==> config.mk <==
export PLATFORM = sky130hd
export DESIGN_NAME = llc_pipe_hazard_ctrl
export DESIGN_NICKNAME = d
export VERILOG_FILES = /design/src/rtl/llc_pipe_hazard_ctrl_pkg.sv /design/src/rtl/llc_set_match.sv /design/src/rtl/llc_pipe_hazard_ctrl.sv
export SDC_FILE = /design/constraint.sdc
export NUM_CORES = 1
export LEC_CHECK = 0
export ABC_AREA = 1
export CORE_ASPECT_RATIO = 1.25
export CORE_MARGIN = 2
export CORE_UTILIZATION = 62
export CTS_BUF_LIST = sky130_fd_sc_hd__clkbuf_4 sky130_fd_sc_hd__clkbuf_8
export CTS_CLUSTER_SIZE = 40
export DETAILED_ROUTE_END_ITERATION = 16
export PLACE_DENSITY = 0.88
export SYNTH_ARGS = -nofsm -noshare
export SYNTH_HDL_FRONTEND = slang
export SYNTH_SLANG_ARGS = --single-unit
==> constraint.sdc <==
create_clock -name clk -period 7.75 [get_ports clk]
set_input_delay 1.55 -clock clk [delete_from_list [all_inputs] [get_ports clk]]
set_output_delay 1.55 -clock clk [all_outputs]
set_load 0.005 [all_outputs]
==> src/rtl/llc_pipe_hazard_ctrl_pkg.sv <==
// Shared constants and helpers for the LLC pipeline hazard controller.
// Pipe depth, set width and payload width defaults live here so that both the top and the set matcher agree on them.
package llc_pipe_hazard_ctrl_pkg;

  localparam int LLC_PIPE_STAGES = 4;
  localparam int LLC_SET_BITS    = 9;
  localparam int LLC_PAYLOAD_W   = 16;
  localparam int LLC_STALL_W     = 16;

  // Covers the widest legal pipe (8 stages).
  function automatic logic [3:0] popcount8(input logic [7:0] bits);
    logic [3:0] cnt;
    cnt = '0;
    for (int i = 0; i < 8; i++) begin
      cnt = cnt + 4'(bits[i]);
    end
    return cnt;
  endfunction

endpackage

==> src/rtl/llc_set_match.sv <==
// Parallel set comparators across all pipeline stages, OR-reduced to a single hit.
// Purely combinational, so it never sits on any out_ready path.
module llc_set_match
  import llc_pipe_hazard_ctrl_pkg::*;
#(
  parameter int STAGES   = LLC_PIPE_STAGES,
  parameter int SET_BITS = LLC_SET_BITS
) (
  input  logic [STAGES-1:0]               v,
  input  logic [STAGES-1:0][SET_BITS-1:0] stage_set,
  input  logic [SET_BITS-1:0]             in_set,
  output logic                            hit
);

  always_comb begin
    hit = 1'b0;
    for (int i = 0; i < STAGES; i++) begin
      hit = hit | (v[i] && (stage_set[i] == in_set));
    end
  end

endmodule

==> src/rtl/llc_pipe_hazard_ctrl.sv <==
// In-order LLC pipeline controller: STAGES register stages with bubble collapsing,
// set-hazard blocking of new transactions, synchronous flush and a saturating stall counter.
module llc_pipe_hazard_ctrl
  import llc_pipe_hazard_ctrl_pkg::*;
#(
  parameter int STAGES    = LLC_PIPE_STAGES,
  parameter int SET_BITS  = LLC_SET_BITS,
  parameter int PAYLOAD_W = LLC_PAYLOAD_W
) (
  input  logic                         clk,
  input  logic                         rst,
  input  logic                         flush,
  input  logic                         in_valid,
  output logic                         in_ready,
  input  logic [SET_BITS-1:0]          in_set,
  input  logic [PAYLOAD_W-1:0]         in_payload,
  input  logic                         in_nohaz,
  output logic                         out_valid,
  input  logic                         out_ready,
  output logic [SET_BITS-1:0]          out_set,
  output logic [PAYLOAD_W-1:0]         out_payload,
  output logic                         hazard,
  output logic [$clog2(STAGES+1)-1:0]  occupancy,
  output logic [LLC_STALL_W-1:0]       stall_cnt
);

  localparam int OCC_W = $clog2(STAGES+1);

  typedef struct packed {
    logic                 v;
    logic [SET_BITS-1:0]  set;
    logic [PAYLOAD_W-1:0] payload;
  } stage_t;

  stage_t                          stage_q [STAGES];
  stage_t                          stage_d [STAGES];
  logic [STAGES-1:0]               v;
  logic [STAGES-1:0]               v_d;
  logic [STAGES-1:0]               move;
  logic [STAGES-1:0][SET_BITS-1:0] stage_set;
  logic [7:0]                      v_pad;
  logic                            hit;
  logic                            accept;

  always_comb begin
    for (int i = 0; i < STAGES; i++) begin
      v[i]         = stage_q[i].v;
      stage_set[i] = stage_q[i].set;
    end
  end

  llc_set_match #(
    .STAGES   (STAGES),
    .SET_BITS (SET_BITS)
  ) u_set_match (
    .v         (v),
    .stage_set (stage_set),
    .in_set    (in_set),
    .hit       (hit)
  );

  // Walk from the tail: a stage may advance if its successor is empty or itself advancing.
  always_comb begin
    logic can_go;
    logic m;
    move   = '0;
    can_go = out_ready;
    for (int i = STAGES - 1; i >= 0; i--) begin
      m       = v[i] && can_go;
      move[i] = m;
      can_go  = !v[i] || m;
    end
  end

  assign hazard   = in_valid && !in_nohaz && hit;
  assign in_ready = rst && (!v[0] || move[0]) && !hazard && !flush;
  assign accept   = in_valid && in_ready;

  always_comb begin
    for (int i = 0; i < STAGES; i++) begin
      stage_d[i] = stage_q[i];
    end
    if (accept) begin
      stage_d[0] = {1'b1, in_set, in_payload};
    end else if (move[0]) begin
      stage_d[0].v = 1'b0;
    end
    for (int i = 1; i < STAGES; i++) begin
      if (move[i-1]) begin
        stage_d[i] = stage_q[i-1];
      end else if (move[i]) begin
        stage_d[i].v = 1'b0;
      end
    end
    // Flush only drops valids; data may still shift since it is ignored without v.
    if (flush) begin
      for (int i = 0; i < STAGES; i++) begin
        stage_d[i].v = 1'b0;
      end
    end
    for (int i = 0; i < STAGES; i++) begin
      v_d[i] = stage_d[i].v;
    end
    v_pad              = '0;
    v_pad[STAGES-1:0]  = v_d;
  end

  always_ff @(posedge clk or negedge rst) begin
    if (!rst) begin
      for (int i = 0; i < STAGES; i++) begin
        stage_q[i] <= '0;
      end
      occupancy <= '0;
      stall_cnt <= '0;
    end else begin
      for (int i = 0; i < STAGES; i++) begin
        stage_q[i] <= stage_d[i];
      end
      occupancy <= OCC_W'(popcount8(v_pad));
      if (hazard && !flush && (stall_cnt != {LLC_STALL_W{1'b1}})) begin
        stall_cnt <= stall_cnt + 1'b1;
      end
    end
  end

  assign out_valid   = stage_q[STAGES-1].v;
  assign out_set     = stage_q[STAGES-1].set;
  assign out_payload = stage_q[STAGES-1].payload;

endmodule

==> run_results.csv <==
group,metric,value,unit
run_status,status,"completed",
critical_path,crit_required,6200,ps
logic_synthesis,syn_avg_cell_area,8.416,um^2
floorplan,start_util,63.97,%
place,post-place-cells,856,
power,p_sw,0.4932,mW
detailed_routing,dr.max_layer_used,"met4",
floorplan,core_area,0.009223,mm^2
critical_path,crit_path_end_kind,"output pin",
sta,setup_viol,0,
clock_network,clock_path_buffers,2,
sta,min_period,5554,ps
clock_network,ctsResizeCount,0,
power,powerDensity,258.9,mW/mm^2
floorplan,fp.dieW,91.25,um
power,p_seq_share,46.1,%
critical_path,path_class,"in2out",
finish,area_growth_syn_to_layout,18.77,%
floorplan,row_count,39,
sta,holdWs,474.9,ps
logic_synthesis,ys_warn_count,0,
sta,relSlewSlack,18.19,%
power,power,1.814,mW
logic_synthesis,synth_largest_area_cell,"dfrtp_1",
run,timing.max_cap.violations,0,
detailed_routing,routedWlPerCell,15.52,um
clock_network,clkSinkCount,123,
logic_synthesis,yosys_most_used_dff,"dfrtp_1",
logic_synthesis,synthArstFlopShare,100.0,%
logic_synthesis,yosys.area.top_type_share,52.17,%
worst_hold_path,hp-start,"stage_q[92]$_DFFE_PN0P_",
detailed_routing,wl_met2,6.712,mm
global_routing,antenna_found_initial,0,
critical_path,reg2regPathDepth,14,
critical_path,critPathSlowestCell,"clkdlybuf4s50_1",
clock_network,cts_made_buffers,17,
global_routing,grt_max_degree,82,
sta,fmax,180.1,MHz
critical_path,cp_max_fo,28,
sta,worst_slew_pin_slew,1224,ps
global_routing,grt_pass1_vias,4868,
finish,diodes,0,
logic_synthesis,synthTopCellsByCount,"205 x nand2_1, 123 x dfrtp_1, 78 x inv_1",
clock_network,htree_levels,4,
power,p_int,1.321,mW
critical_path,cp_data_arrival_time,4000,ps
sta,fin_setup_tns,0,ps
critical_path,startpoint_type,"primary input",
sta,final-hold-violation-count,0,
clock_network,clk_latency,450,ps
sta,skew,12.69,ps
global_routing,grt_overflow,0,
power,clockPowerShare,36.8,%
clock_network,cts_tree,"yes",
worst_hold_path,hold_class,"reg2reg",
critical_path,crit_chain,"clkdlybuf4s50_1 -> inv_2 -> nand2_1 -> nand2_1 -> nor2_1 -> nand3_1 -> nor2_1 -> nor2_1 -> nand2_2 -> nand2_4 -> inv_1 -> nor3_1 -> clkdlybuf4s50_1",
clock_network,clkTransAtPathRegs,70,ps
detailed_routing,drc,0,
critical_path,slowest_delay,610,ps
power,vdd_ir_drop_max,0.1644,mV
place,numPortBuffers,77,
finish,layout-drive-gt1-share,9.673,%
logic_synthesis,synth_seq_area_share,52.17,%
critical_path,cp_common_cell,"nor2_1",
detailed_routing,drtIter0Drc,712,
finish,stdcell_count,888,
logic_synthesis,synth_nets,736,
logic_synthesis,syn_inst,701,
detailed_routing,ant_nets,0,
critical_path,r2r_end,"occupancy[1]$_DFF_PN0_",
sta,setup_ws,2196,ps
floorplan,die_area,0.01032,mm^2
floorplan,io_pins,78,
finish,fillers,582,
sta,finalCritPeriodShare,71.66,%
logic_synthesis,ys_ff_latch,123,
global_routing,grt_pass1_wl,22.88,mm
detailed_routing,wl_met3,1.167,mm
sta,finalMaxSlewViolations,0,
detailed_routing,viasPerCell,5.608,
clock_network,cts-root-buf,"clkbuf_8",
logic_synthesis,synth_area_leaders,"dfrtp_1 52%, nand2_1 13%, inv_1 5.0%",
clock_network,ctsHoldBuffers,0,
power,leakagePower,3.386,nW
sta,rsz0062_at_grt,"no",
worst_hold_path,hold_path_depth,2,
detailed_routing,routed_wl,13.79,mm
detailed_routing,num_vias,4980,
floorplan,die_h,113.1,um
place,hpwl,8.895,mm
place,place_ws,2318,ps
critical_path,r2r-start,"stage_q[74]$_DFFE_PN0P_",
detailed_routing,wl_met1,5.425,mm
clock_network,postCtsSetupBuffers,0,
logic_synthesis,synth_area,0.005899,mm^2
logic_synthesis,synth_most_common_cell,"nand2_1",
power,swShare,27.19,%
logic_synthesis,synth-edff-count,0,
finish,nets,787,
worst_hold_path,holdPathEnd,"stage_q[92]$_DFFE_PN0P_",
logic_synthesis,synth_cell_type_count,28,
critical_path,r2r_setup_slack,4730,ps
detailed_routing,firstDrtPassIters,7,
global_routing,grtUsageTotal,28.55,%
power,pwr-share-comb,17.1,%
place,gp_congestion,0.9291,
-- routing by layer --
| layer | GRT usage (%) | vias to the layer above |
|---|---|---|
| li1 | - | 2298 |
| met1 | 34.83 | 2345 |
| met2 | 46.81 | 282 |
| met3 | 8.389 | 55 |
| met4 | 13.84 | 0 |
| met5 | 0 | - |
-- how the worst max path moves through the flow --
stage / from / endpoint / slack (ps) / cells after the start
2_1_floorplan: in_set[8] / in_ready / 3690 / 12
3_3_place_gp: in_set[6] / in_ready / 2390 / 12
3_5_place_dp: in_set[6] / in_ready / 2320 / 12
4_1_cts: in_set[6] / in_ready / 2240 / 12
5_1_grt: in_set[6] / in_ready / 2080 / 13
6_report: in_set[6] / in_ready / 2200 / 13
-- placed cells by master, fill, tap and decap left out, drive strengths merged, types with 17 or more instances in the layout --
master | synthesis | routed
a21oi | 27 | 27
clkbuf | 12 | 22
clkdlybuf4s50 | 0 | 76
dfrtp | 123 | 123
inv | 86 | 86
nand2 | 207 | 207
nand3 | 17 | 17
nand4 | 29 | 29
nor2 | 59 | 59
o21ai | 57 | 57
-- registers in the layout, summed over array words and instances (netlist names) --
signal,count
out_valid,1
occupancy,3
stage_q,78
out_payload,16
stall_cnt,16
out_set,9
-- final cells by class --
cell class | count | area, um^2 | share of cell area [%]
timing repair buffer | 83 | 813.3 | 11.61
inverter | 86 | 322.8 | 4.607
clock buffer | 22 | 277.8 | 3.964
tap | 123 | 153.9 | 2.196
sequential | 123 | 3078 | 43.93
multi-input combinational | 441 | 2171 | 30.98
clock inverter | 10 | 190.2 | 2.714
-- power by group through the flow --
| stage | Sequential, mW | Combinational [mW] | Clock (mW) |
|---|---|---|---|
| after floorplan | 0.823 | 0.210 | 0 |
| after global placement | 0.836 | 0.285 | 0 |
| after global routing | 0.849 | 0.349 | 0.699 |
| after detailed placement | 0.843 | 0.303 | 0 |
| after CTS | 0.833 | 0.311 | 0.671 |
| final | 0.836 | 0.311 | 0.667 |
-- metrics by stage --
| step | instance area, um^2 | util, % |
|---|---|---|
| after global routing | 7007 | 75.97 |
| after detailed placement | 6539 | 70.90 |
| after global placement | 6539 | 70.90 |
| final | 7007 | 75.97 |
| after CTS | 7007 | 75.97 |
| after floorplan | 5899 | - |
-- critical path, delay by kind of cell --
family                 cells  cell delay [ps]
buffers and inverters      4             1430
and+or+nand+nor            9             1010
-- cell families after synthesis --
| kind of cell | after synthesis | synth area share (%) |
|---|---|---|
| buf+inv | 137 | 11.07 |
| compound gates | 84 | 7.572 |
| fa+ha+maj | 4 | 0.9757 |
| mux | 16 | 3.054 |
| simple gates | 318 | 22.33 |
| xor+xnor | 19 | 2.821 |
| flops | 123 | 52.17 |
Note: power is estimated with default switching activity, not from simulation.
